--- src/rtl/biquad_cascade.sv ---
// Direct-form-I cascade of second-order IIR sections sharing one
// time-multiplexed signed multiplier. Per-stage saturation with a sticky
// overflow flag, per-stage bypass and double-buffered coefficient banks.
module biquad_cascade #(
  parameter int DATA_WIDTH   = 16,
  parameter int COEFF_WIDTH  = 25,
  parameter int COEFF_FRAC   = 22,
  parameter int NUM_STAGES   = 4,
  parameter int MULT_LATENCY = 2
) (
  input  logic                          clk_i,
  input  logic                          rst_ni,
  input  logic                          reinit_i,
  input  logic signed [DATA_WIDTH-1:0]  data_i,
  input  logic                          data_valid_i,
  output logic signed [DATA_WIDTH-1:0]  data_o,
  output logic                          data_valid_o,
  output logic                          busy_o,
  output logic                          dropped_o,
  output logic                          overflow_o,
  input  logic [NUM_STAGES-1:0]         bypass_i,
  input  logic                          coeff_wr_i,
  input  logic [2:0]                    coeff_stage_i,
  input  logic [2:0]                    coeff_sel_i,
  input  logic signed [COEFF_WIDTH-1:0] coeff_data_i,
  input  logic                          coeff_commit_i
);

  localparam int ACC_W = DATA_WIDTH + COEFF_WIDTH + 3;
  localparam int OPB_W = COEFF_WIDTH + 1;
  localparam int SW    = (NUM_STAGES > 1) ? $clog2(NUM_STAGES) : 1;
  localparam logic signed [COEFF_WIDTH-1:0] ONE     = COEFF_WIDTH'(1 << COEFF_FRAC);
  localparam logic signed [ACC_W-1:0]       SAT_MAX = ACC_W'((1 << (DATA_WIDTH-1)) - 1);
  localparam logic signed [ACC_W-1:0]       SAT_MIN = -SAT_MAX - ACC_W'(1);

  typedef enum logic [2:0] {IDLE, ISSUE, DRAIN, STORE, DONE} state_t;

  state_t                  state_q, state_d;
  logic [SW-1:0]           stage_q, stage_d, stage_inc;
  logic [7:0]              cnt_q, cnt_d;
  logic [NUM_STAGES-1:0]   byp_q;
  logic                    pending_q;

  logic signed [COEFF_WIDTH-1:0] coef_a     [NUM_STAGES][5];
  logic signed [COEFF_WIDTH-1:0] coef_s     [NUM_STAGES][5];
  logic signed [COEFF_WIDTH-1:0] shadow_nxt [NUM_STAGES][5];

  logic signed [DATA_WIDTH-1:0] x1 [NUM_STAGES];
  logic signed [DATA_WIDTH-1:0] x2 [NUM_STAGES];
  logic signed [DATA_WIDTH-1:0] y1 [NUM_STAGES];
  logic signed [DATA_WIDTH-1:0] y2 [NUM_STAGES];
  logic signed [DATA_WIDTH-1:0] stage_in;

  logic signed [DATA_WIDTH-1:0] op_a, opa_d;
  logic signed [OPB_W-1:0]      op_b, opb_d;
  logic                         op_v;
  logic signed [ACC_W-1:0]      mul, prod, acc, acc_sh;
  logic                         prod_v;
  logic signed [DATA_WIDTH-1:0] y_sat;
  logic                         clamp;

  assign stage_inc = stage_q + SW'(1);
  assign mul       = ACC_W'(op_a) * ACC_W'(op_b);

  // State register
  always_ff @(posedge clk_i or negedge rst_ni) begin
    if (!rst_ni) begin
      state_q <= IDLE;
      stage_q <= '0;
      cnt_q   <= '0;
    end else begin
      state_q <= state_d;
      stage_q <= stage_d;
      cnt_q   <= cnt_d;
    end
  end

  // Next-state: ISSUE counts products, DRAIN counts pipeline cycles
  always_comb begin
    state_d = state_q;
    stage_d = stage_q;
    cnt_d   = cnt_q;
    case (state_q)
      IDLE: if (data_valid_i) begin
        stage_d = '0;
        cnt_d   = '0;
        state_d = bypass_i[0] ? STORE : ISSUE;
      end
      ISSUE: if (cnt_q == 8'd4) begin
        cnt_d   = '0;
        state_d = DRAIN;
      end else begin
        cnt_d = cnt_q + 8'd1;
      end
      DRAIN: if (cnt_q == 8'(MULT_LATENCY - 1)) begin
        cnt_d   = '0;
        state_d = STORE;
      end else begin
        cnt_d = cnt_q + 8'd1;
      end
      STORE: if (stage_q == SW'(NUM_STAGES - 1)) begin
        state_d = DONE;
      end else begin
        stage_d = stage_inc;
        state_d = byp_q[stage_inc] ? STORE : ISSUE;
      end
      DONE:    state_d = IDLE;
      default: state_d = IDLE;
    endcase
    if (reinit_i) begin
      state_d = IDLE;
      stage_d = '0;
      cnt_d   = '0;
    end
  end

  // Operand select: x terms with b coefficients, y terms with negated a
  always_comb begin
    opa_d = '0;
    opb_d = '0;
    case (cnt_q[2:0])
      3'd0: begin opa_d = stage_in;    opb_d = OPB_W'(coef_a[stage_q][0]);  end
      3'd1: begin opa_d = x1[stage_q]; opb_d = OPB_W'(coef_a[stage_q][1]);  end
      3'd2: begin opa_d = x2[stage_q]; opb_d = OPB_W'(coef_a[stage_q][2]);  end
      3'd3: begin opa_d = y1[stage_q]; opb_d = -OPB_W'(coef_a[stage_q][3]); end
      3'd4: begin opa_d = y2[stage_q]; opb_d = -OPB_W'(coef_a[stage_q][4]); end
      default: ;
    endcase
  end

  // Shadow bank including this cycle's write, so a same-cycle commit sees it
  always_comb begin
    shadow_nxt = coef_s;
    if (coeff_wr_i) begin
      for (int unsigned s = 0; s < NUM_STAGES; s++) begin
        for (int unsigned c = 0; c < 5; c++) begin
          if (coeff_stage_i == 3'(s) && coeff_sel_i == 3'(c))
            shadow_nxt[s][c] = coeff_data_i;
        end
      end
    end
  end

  // Rescale and clamp the accumulated sum to the sample range
  always_comb begin
    acc_sh = acc >>> COEFF_FRAC;
    clamp  = 1'b1;
    if (acc_sh > SAT_MAX)      y_sat = DATA_WIDTH'(SAT_MAX);
    else if (acc_sh < SAT_MIN) y_sat = DATA_WIDTH'(SAT_MIN);
    else begin
      y_sat = acc_sh[DATA_WIDTH-1:0];
      clamp = 1'b0;
    end
  end

  // Multiplier output pipeline; op register counts as the first latency cycle
  if (MULT_LATENCY == 1) begin : g_comb_mul
    assign prod   = mul;
    assign prod_v = op_v;
  end else begin : g_pipe_mul
    logic signed [ACC_W-1:0] pp [MULT_LATENCY-1];
    logic [MULT_LATENCY-2:0] pv;
    // Product delay line
    always_ff @(posedge clk_i or negedge rst_ni) begin
      if (!rst_ni) begin
        for (int unsigned i = 0; i < MULT_LATENCY - 1; i++) pp[i] <= '0;
        pv <= '0;
      end else if (reinit_i) begin
        pv <= '0;
      end else begin
        pp[0] <= mul;
        pv[0] <= op_v;
        for (int unsigned i = 1; i < MULT_LATENCY - 1; i++) begin
          pp[i] <= pp[i-1];
          pv[i] <= pv[i-1];
        end
      end
    end
    assign prod   = pp[MULT_LATENCY-2];
    assign prod_v = pv[MULT_LATENCY-2];
  end

  // Datapath, history, coefficient banks and registered outputs
  always_ff @(posedge clk_i or negedge rst_ni) begin
    if (!rst_ni) begin
      for (int unsigned s = 0; s < NUM_STAGES; s++) begin
        for (int unsigned c = 0; c < 5; c++) begin
          coef_a[s][c] <= (c == 0) ? ONE : '0;
          coef_s[s][c] <= (c == 0) ? ONE : '0;
        end
        x1[s] <= '0; x2[s] <= '0; y1[s] <= '0; y2[s] <= '0;
      end
      op_a <= '0; op_b <= '0; op_v <= 1'b0;
      acc <= '0; stage_in <= '0; byp_q <= '0; pending_q <= 1'b0;
      data_o <= '0; data_valid_o <= 1'b0; busy_o <= 1'b0;
      dropped_o <= 1'b0; overflow_o <= 1'b0;
    end else if (reinit_i) begin
      for (int unsigned s = 0; s < NUM_STAGES; s++) begin
        x1[s] <= '0; x2[s] <= '0; y1[s] <= '0; y2[s] <= '0;
      end
      op_v <= 1'b0; acc <= '0; stage_in <= '0; pending_q <= 1'b0;
      data_o <= '0; data_valid_o <= 1'b0; busy_o <= 1'b0;
      dropped_o <= 1'b0; overflow_o <= 1'b0;
    end else begin
      data_valid_o <= 1'b0;
      dropped_o    <= data_valid_i && (state_q != IDLE);
      coef_s       <= shadow_nxt;
      op_v         <= (state_q == ISSUE);
      if (state_q == ISSUE) begin
        op_a <= opa_d;
        op_b <= opb_d;
      end
      if (prod_v) acc <= acc + prod;
      if (coeff_commit_i && state_q != IDLE) pending_q <= 1'b1;
      case (state_q)
        IDLE: begin
          if (coeff_commit_i || pending_q) begin
            coef_a    <= shadow_nxt;
            pending_q <= 1'b0;
          end
          if (data_valid_i) begin
            stage_in <= data_i;
            byp_q    <= bypass_i;
            busy_o   <= 1'b1;
            acc      <= '0;
          end
        end
        STORE: begin
          if (!byp_q[stage_q]) begin
            x2[stage_q] <= x1[stage_q];
            x1[stage_q] <= stage_in;
            y2[stage_q] <= y1[stage_q];
            y1[stage_q] <= y_sat;
            stage_in    <= y_sat;
            if (clamp) overflow_o <= 1'b1;
          end
          acc <= '0;
        end
        DONE: begin
          data_o       <= stage_in;
          data_valid_o <= 1'b1;
          busy_o       <= 1'b0;
        end
        default: ;
      endcase
    end
  end

endmodule

--- config.mk ---
export PLATFORM = sky130hd
export DESIGN_NAME = biquad_cascade
export DESIGN_NICKNAME = d
export VERILOG_FILES = /design/src/rtl/biquad_cascade.sv
export SDC_FILE = /design/constraint.sdc
export NUM_CORES = 2
export LEC_CHECK = 0
export CAP_MARGIN = 20
export CELL_PAD_IN_SITES_DETAIL_PLACEMENT = 2
export CELL_PAD_IN_SITES_GLOBAL_PLACEMENT = 2
export CORE_ASPECT_RATIO = 0.75
export CORE_UTILIZATION = 44
export DETAILED_ROUTE_END_ITERATION = 8
export DONT_BUFFER_PORTS = 1
export GPL_TIMING_DRIVEN = 0
export PLACE_DENSITY = 0.92
export SYNTH_ARGS = -nofsm -noshare
export SYNTH_HDL_FRONTEND = slang
export SYNTH_SLANG_ARGS = --single-unit
--- constraint.sdc ---
create_clock -name clk_i -period 7.87 [get_ports clk_i]
set_input_delay 1.574 -clock clk_i [delete_from_list [all_inputs] [get_ports clk_i]]
set_output_delay 1.574 -clock clk_i [all_outputs]
set_load 0.02 [all_outputs]
==> flow_summary_export.csv, run 1 <==
group,metric,value,unit
run_status,status,"aborted with a tool error",
run_status,failing_step,"global routing (5_1_grt)",
run_status,flow.first_error,"[ERROR GRT-0232] Routing congestion too high. Check the congestion heatmap in the GUI.",
floorplan,floorplan.initialDensity,44.6,%
global_route,global_route_total_usage_across_every_layer,75.2,%
synth,synth_enable_flop_cells,0,
cts,cts_inserted_buffers,151,
synth,post_synth.cell_area_avg,10.9,um^2
placement,dp_hpwl,294000,um
synth,synth.cell_area,82100,um^2
floorplan,rows,136,
global_route,grt_max_degree,296,
cts,clock_sink_count,1440,
synth,synth_top_cells_by_area,"dfrtp_1 44%, fa_1 9.8%, mux2_2 7.0%",
placement,place_congestion,0.981,
floorplan,design.portCount,77,
floorplan,die_width,501,um
synth,yosysTopAreaCellShare,43.6,%
global_route,initial_antenna_violation_count,145,
synth,synth_flop_cell,"dfrtp_1",
synth,synth.yosys.seq_area_share,43.9,%
cts,clockRootBuffer,"clkbuf_16",
synth,netlist-cell-type-count,81,
cts,cts_hold_buffers,0,
synth,async_flop_share,100,%
floorplan,die_h,376,um
synth,syn-instance-count,7536,
placement,postPlaceCellArea,85700,um^2
synth,synth_area_leader_cell,"dfrtp_1",
placement,place.port_buffers,0,
global_route,grt_remaining_overflow,110,
timing,grt_worst_setup_endpoint,"g_pipe_mul.pp[39]$_DFFE_PN0N_/D",
synth,synth_warnings,0,
cts,cts-root-to-sink-buffers,3,
synth,synth-seq-cells,1440,
cts,htree_num_levels,4,
timing,worst_endpoint_kind,"sequential cell input",
synth,synthesis.nets,8152,
placement,pre_cts_slack,-0.759,ns
## stage by stage
stage / instances / TNS [ns]
CTS: 10300 / 0
detailed placement: 10000 / -5.23
floorplan: 7536 / 0
global placement: 10000 / -0.958
## per-layer routing
layer | overflow | track usage (%)
met1 | 8 | 73.5
met2 | 41 | 83.9
met3 | 22 | 70.3
met4 | 39 | 72.1
met5 | 0 | 60.7
## Yosys cell counts, drive strengths merged, types with 33 or more instances
| master | count |
|---|---|
| dfrtp | 1432 |
| nand2 | 806 |
| a21oi | 796 |
| nor2 | 655 |
| mux2i | 527 |
| mux2 | 509 |
| clkbuf | 494 |
| inv | 492 |
| fa | 403 |
| mux4 | 191 |
| and2 | 172 |
| ha | 156 |
| o21ai | 133 |
| a22o | 123 |
| buf | 78 |
| xnor2 | 65 |
| xor2 | 57 |
| a22oi | 54 |
| a21o | 43 |
| nand3 | 33 |
## cells by family after synthesis
family / synth area share [%]
xor+xnor: 1.30
simple gates: 9.46
flops: 43.9
buf+inv: 5.00
mux: 18.7
fa+ha+maj: 12.2
compound gates: 9.47
## timing repair
action	in CTS
gates resized for setup	95
endpoints found under the setup margin	15
buffers inserted	1
pin swaps	2
==> run 2: changes to the inputs <==
==> config.mk (replaced) <==
export PLATFORM = sky130hd
export DESIGN_NAME = biquad_cascade
export DESIGN_NICKNAME = d
export VERILOG_FILES = /design/src/rtl/biquad_cascade.sv
export SDC_FILE = /design/constraint.sdc
export NUM_CORES = 2
export LEC_CHECK = 0
export CAP_MARGIN = 20
export CORE_UTILIZATION = 35
export DETAILED_ROUTE_END_ITERATION = 8
export DONT_BUFFER_PORTS = 1
export GPL_TIMING_DRIVEN = 0
export PLACE_DENSITY_LB_ADDON = 0.15
export SYNTH_ARGS = -nofsm -noshare
export SYNTH_HDL_FRONTEND = slang
export SYNTH_SLANG_ARGS = --single-unit
==> run 2 against run 1 <==
Effect of this change: the run now ends clean; area after synthesis unchanged; synthesized cell count unchanged.
==> flow_summary_export.csv, run 2 <==
group,metric,value,unit
run_status,status,"completed",
synth,yosysTopAreaCellShare,43.6,%
cts,clock_insertion_delay_worst_skew,0.86,ns
global_route,met2_usage,40.8,%
critical_path,crit_top_cell,"fa_1",
global_route,globalRouteMet1Util,34.6,%
synth,synth-seq-cells,1440,
final_layout,final_layout_size_suffix_gt1_share,14.2,%
synth,synth_area_leader_cell,"dfrtp_1",
power_and_ir_drop,report.power.total,34.4,mW
flow_run,timing.max_cap.violations,0,
hold_path,worst_hold_path_type,"in -> async",
timing,final_period_minus_worst_setup_slack,7.64,ns
global_route,globalRoute.busiestLayer,"met2",
global_route,grt_remaining_overflow,0,
floorplan,rows,177,
floorplan,die_h,486,um
drt,ant_nets,0,
drt,detailedRoute.firstPassIterationCount,6,
floorplan,floorplan.core_area,233000,um^2
synth,synth.cell_area,82100,um^2
final_layout,layout.nets,8343,
timing,grt_setup_unrepaired,"no",
timing,timing.setup.tns,0,ns
synth,synthesis.nets,8152,
timing,setup_viol,0,
timing,worst_pin_slew,1.28,ns
synth,async_flop_share,100,%
timing,worst_case_clock_skew,0.0941,ns
timing,timing_hold_violations_final,0,
timing,slew-limit-headroom,15.0,%
placement,pre_cts_slack,-0.323,ns
synth,synth_commonest_cells,"1,432 x dfrtp_1, 805 x nand2_1, 796 x a21oi_1",
drt,route.detailed.vias_per_inst,5.40,
cts,clockRootBuffer,"clkbuf_16",
critical_path,cp_data_required_time,8.55,ns
floorplan,floorplan.initialDensity,35.2,%
power_and_ir_drop,ir_worst_vdd,0.000273,V
global_route,global_route_total_usage_across_every_layer,25.4,%
final_layout,mostFrequentLayoutCells,"1,427 x dfrtp_1, 805 x nand2_1, 795 x a21oi_1",
critical_path,critical-path-max-stage-delay,0.74,ns
placement,place_congestion,0.919,
final_layout,ff_latch_area,36100,um^2
timing,max_freq,0.131,GHz
final_layout,layout.cells.most_common,"dfrtp_1",
final_layout,final-instance-count-excl-fill,11000,
synth,synth_flop_cell,"dfrtp_1",
final_layout,design_area,92300,um^2
global_route,grt_pass1_wl,438000,um
cts,cts_hold_buffers,0,
placement,numPlacedInstances,10700,
final_layout,leading_registers_by_flop_count,"coef_a x500, coef_s x500",
critical_path,crit_path_cell_trace,"clkbuf_2, nand2_1, fa_1, inv_1, fa_1, inv_1, fa_1, inv_1, fa_1, fa_1, inv_1, fa_1, inv_1, ha_1, a21oi_1, o21ai_0, a21o_1, a211oi_1, a211o_1, o22ai_2, a221oi_1, o211ai_1, nor4bb_1, or3_1",
drt,drt_wl_total,299000,um
cts,htree_num_levels,4,
power_and_ir_drop,static-leakage-power,42.5,nW
final_layout,fill_cells,22900,
critical_path,worstPathArrival,8.32,ns
cts,tritoncts,"done",
global_route,globalRouteMet3Util,3.94,%
cts,cts.reportedPaths.clkPinSlew,0.06,ns
cts,clock_sink_count,1440,
synth,netlist-cell-type-count,81,
synth,synth_top_cells_by_area,"dfrtp_1 44%, fa_1 9.8%, mux2_2 7.0%",
synth,synth_enable_flop_cells,0,
critical_path,cp_slowest_cell,"dfrtp_1",
drt,wl_per_cell,27.2,um
cts,cts_inserted_buffers,167,
synth,post_synth.cell_area_avg,10.9,um^2
final_layout,post-route-util,39.6,%
drt,drc,0,
final_layout,multi_input_comb_area,42000,um^2
final_layout,area.growth.synth_to_final,12.4,%
synth,synth_warnings,0,
global_route,initial_antenna_violation_count,14,
power_and_ir_drop,cellPowerDensity,372,nW/um^2
synth,synth.most_common_cell,"dfrtp_1",
synth,synth.yosys.seq_area_share,43.9,%
floorplan,die_width,486,um
critical_path,startpoint_type_of_the_worst_setup_path,"flip-flop",
timing,maxSlewViolCount,0,
timing,setup_slack,0.226,ns
timing,holdWs,0.433,ns
synth,syn-instance-count,7536,
critical_path,critical_path.endpoint_type,"flip-flop",
placement,place.port_buffers,0,
global_route,first_global_vias,61600,
placement,postPlaceCellArea,86500,um^2
cts,cts-root-to-sink-buffers,3,
drt,initialDrtViolationCount,4973,
floorplan,floorplan.die_area,237000,um^2
critical_path,worstPathMaxFanout,10,
timing,post-route-period-util,97.1,%
floorplan,design.portCount,77,
critical_path,critPathKind,"reg -> reg",
global_route,grt_max_degree,205,
placement,dp_hpwl,226000,um
drt,dr_total_vias,59400,
-- run 2: worst paths after layout --
| path | start | to | slack (ns) | cells after the start |
|---|---|---|---|---|
| setup / recovery | op_b[22] | g_pipe_mul.pp[39] | 0.23 | 24 |
| max in group asynchronous | rst_ni | coef_a[206] | 3.73 | 4 |
| hold reg to reg | g_pipe_mul.pp[8] | g_pipe_mul.pp[8] | 0.49 | 2 |
| hold / removal | rst_ni | y1[28] | 0.43 | 0 |
| min in group clk_i | g_pipe_mul.pp[8] | g_pipe_mul.pp[8] | 0.49 | 2 |
| setup reg to reg | op_b[22] | g_pipe_mul.pp[39] | 0.23 | 24 |
-- run 2: repair_timing --
action | 4_1_cts | 5_1_grt
setup endpoints to repair | 6 | 5
hold endpoints to repair | 0 | 0
buffers inserted | 0 | 0
resized for setup | 9 | 67
-- run 2: power breakdown --
group          internal [mW]  switching, mW
clock                   4.61           3.45
combinational           5.82           9.71
sequential              9.24           1.56
total                   19.7           14.7
-- run 2: final cells by class --
cell class                 instances  area share, %
clock buffer                     254           5.40
multi-input combinational       5032           45.5
tap                             3132           4.24
timing repair buffer              30          0.545
sequential                      1440           39.0
clock inverter                    50          0.737
inverter                         492           2.00
buffer                           564           2.48
antenna                           18         0.0488
-- run 2: logic make-up (layout without fill, tap and decap cells) --
family	count (synthesis)	count (layout)	share of synthesized area [%]
AND/OR/NAND/NOR	1811	1811	9.46
XOR/XNOR	122	122	1.30
AO/OA/AOI/OAI	1313	1313	9.47
adder cells (fa/ha/maj)	559	559	12.2
multiplexers	1227	1227	18.7
other	0	18	0
buffers and inverters	1064	1390	5.00
flip-flops	1440	1440	43.9
-- run 2: routing by layer --
layer  vias to the layer above  wire length [um]
li1                      26000                 -
met1                     31100            130000
met2                      1878            140000
met3                       449             17800
met4                         2             10600
met5                         -                13
-- run 2: critical path: cells and delay by family, from the launching register on --
kind / cells / cell delay [ns]
buf+inv: 6 / 0.68
compound gates: 8 / 1.89
fa+ha+maj: 7 / 3.51
simple gates: 3 / 0.67
flops: 1 / 0.74
Power figures use the tool's default switching activity.
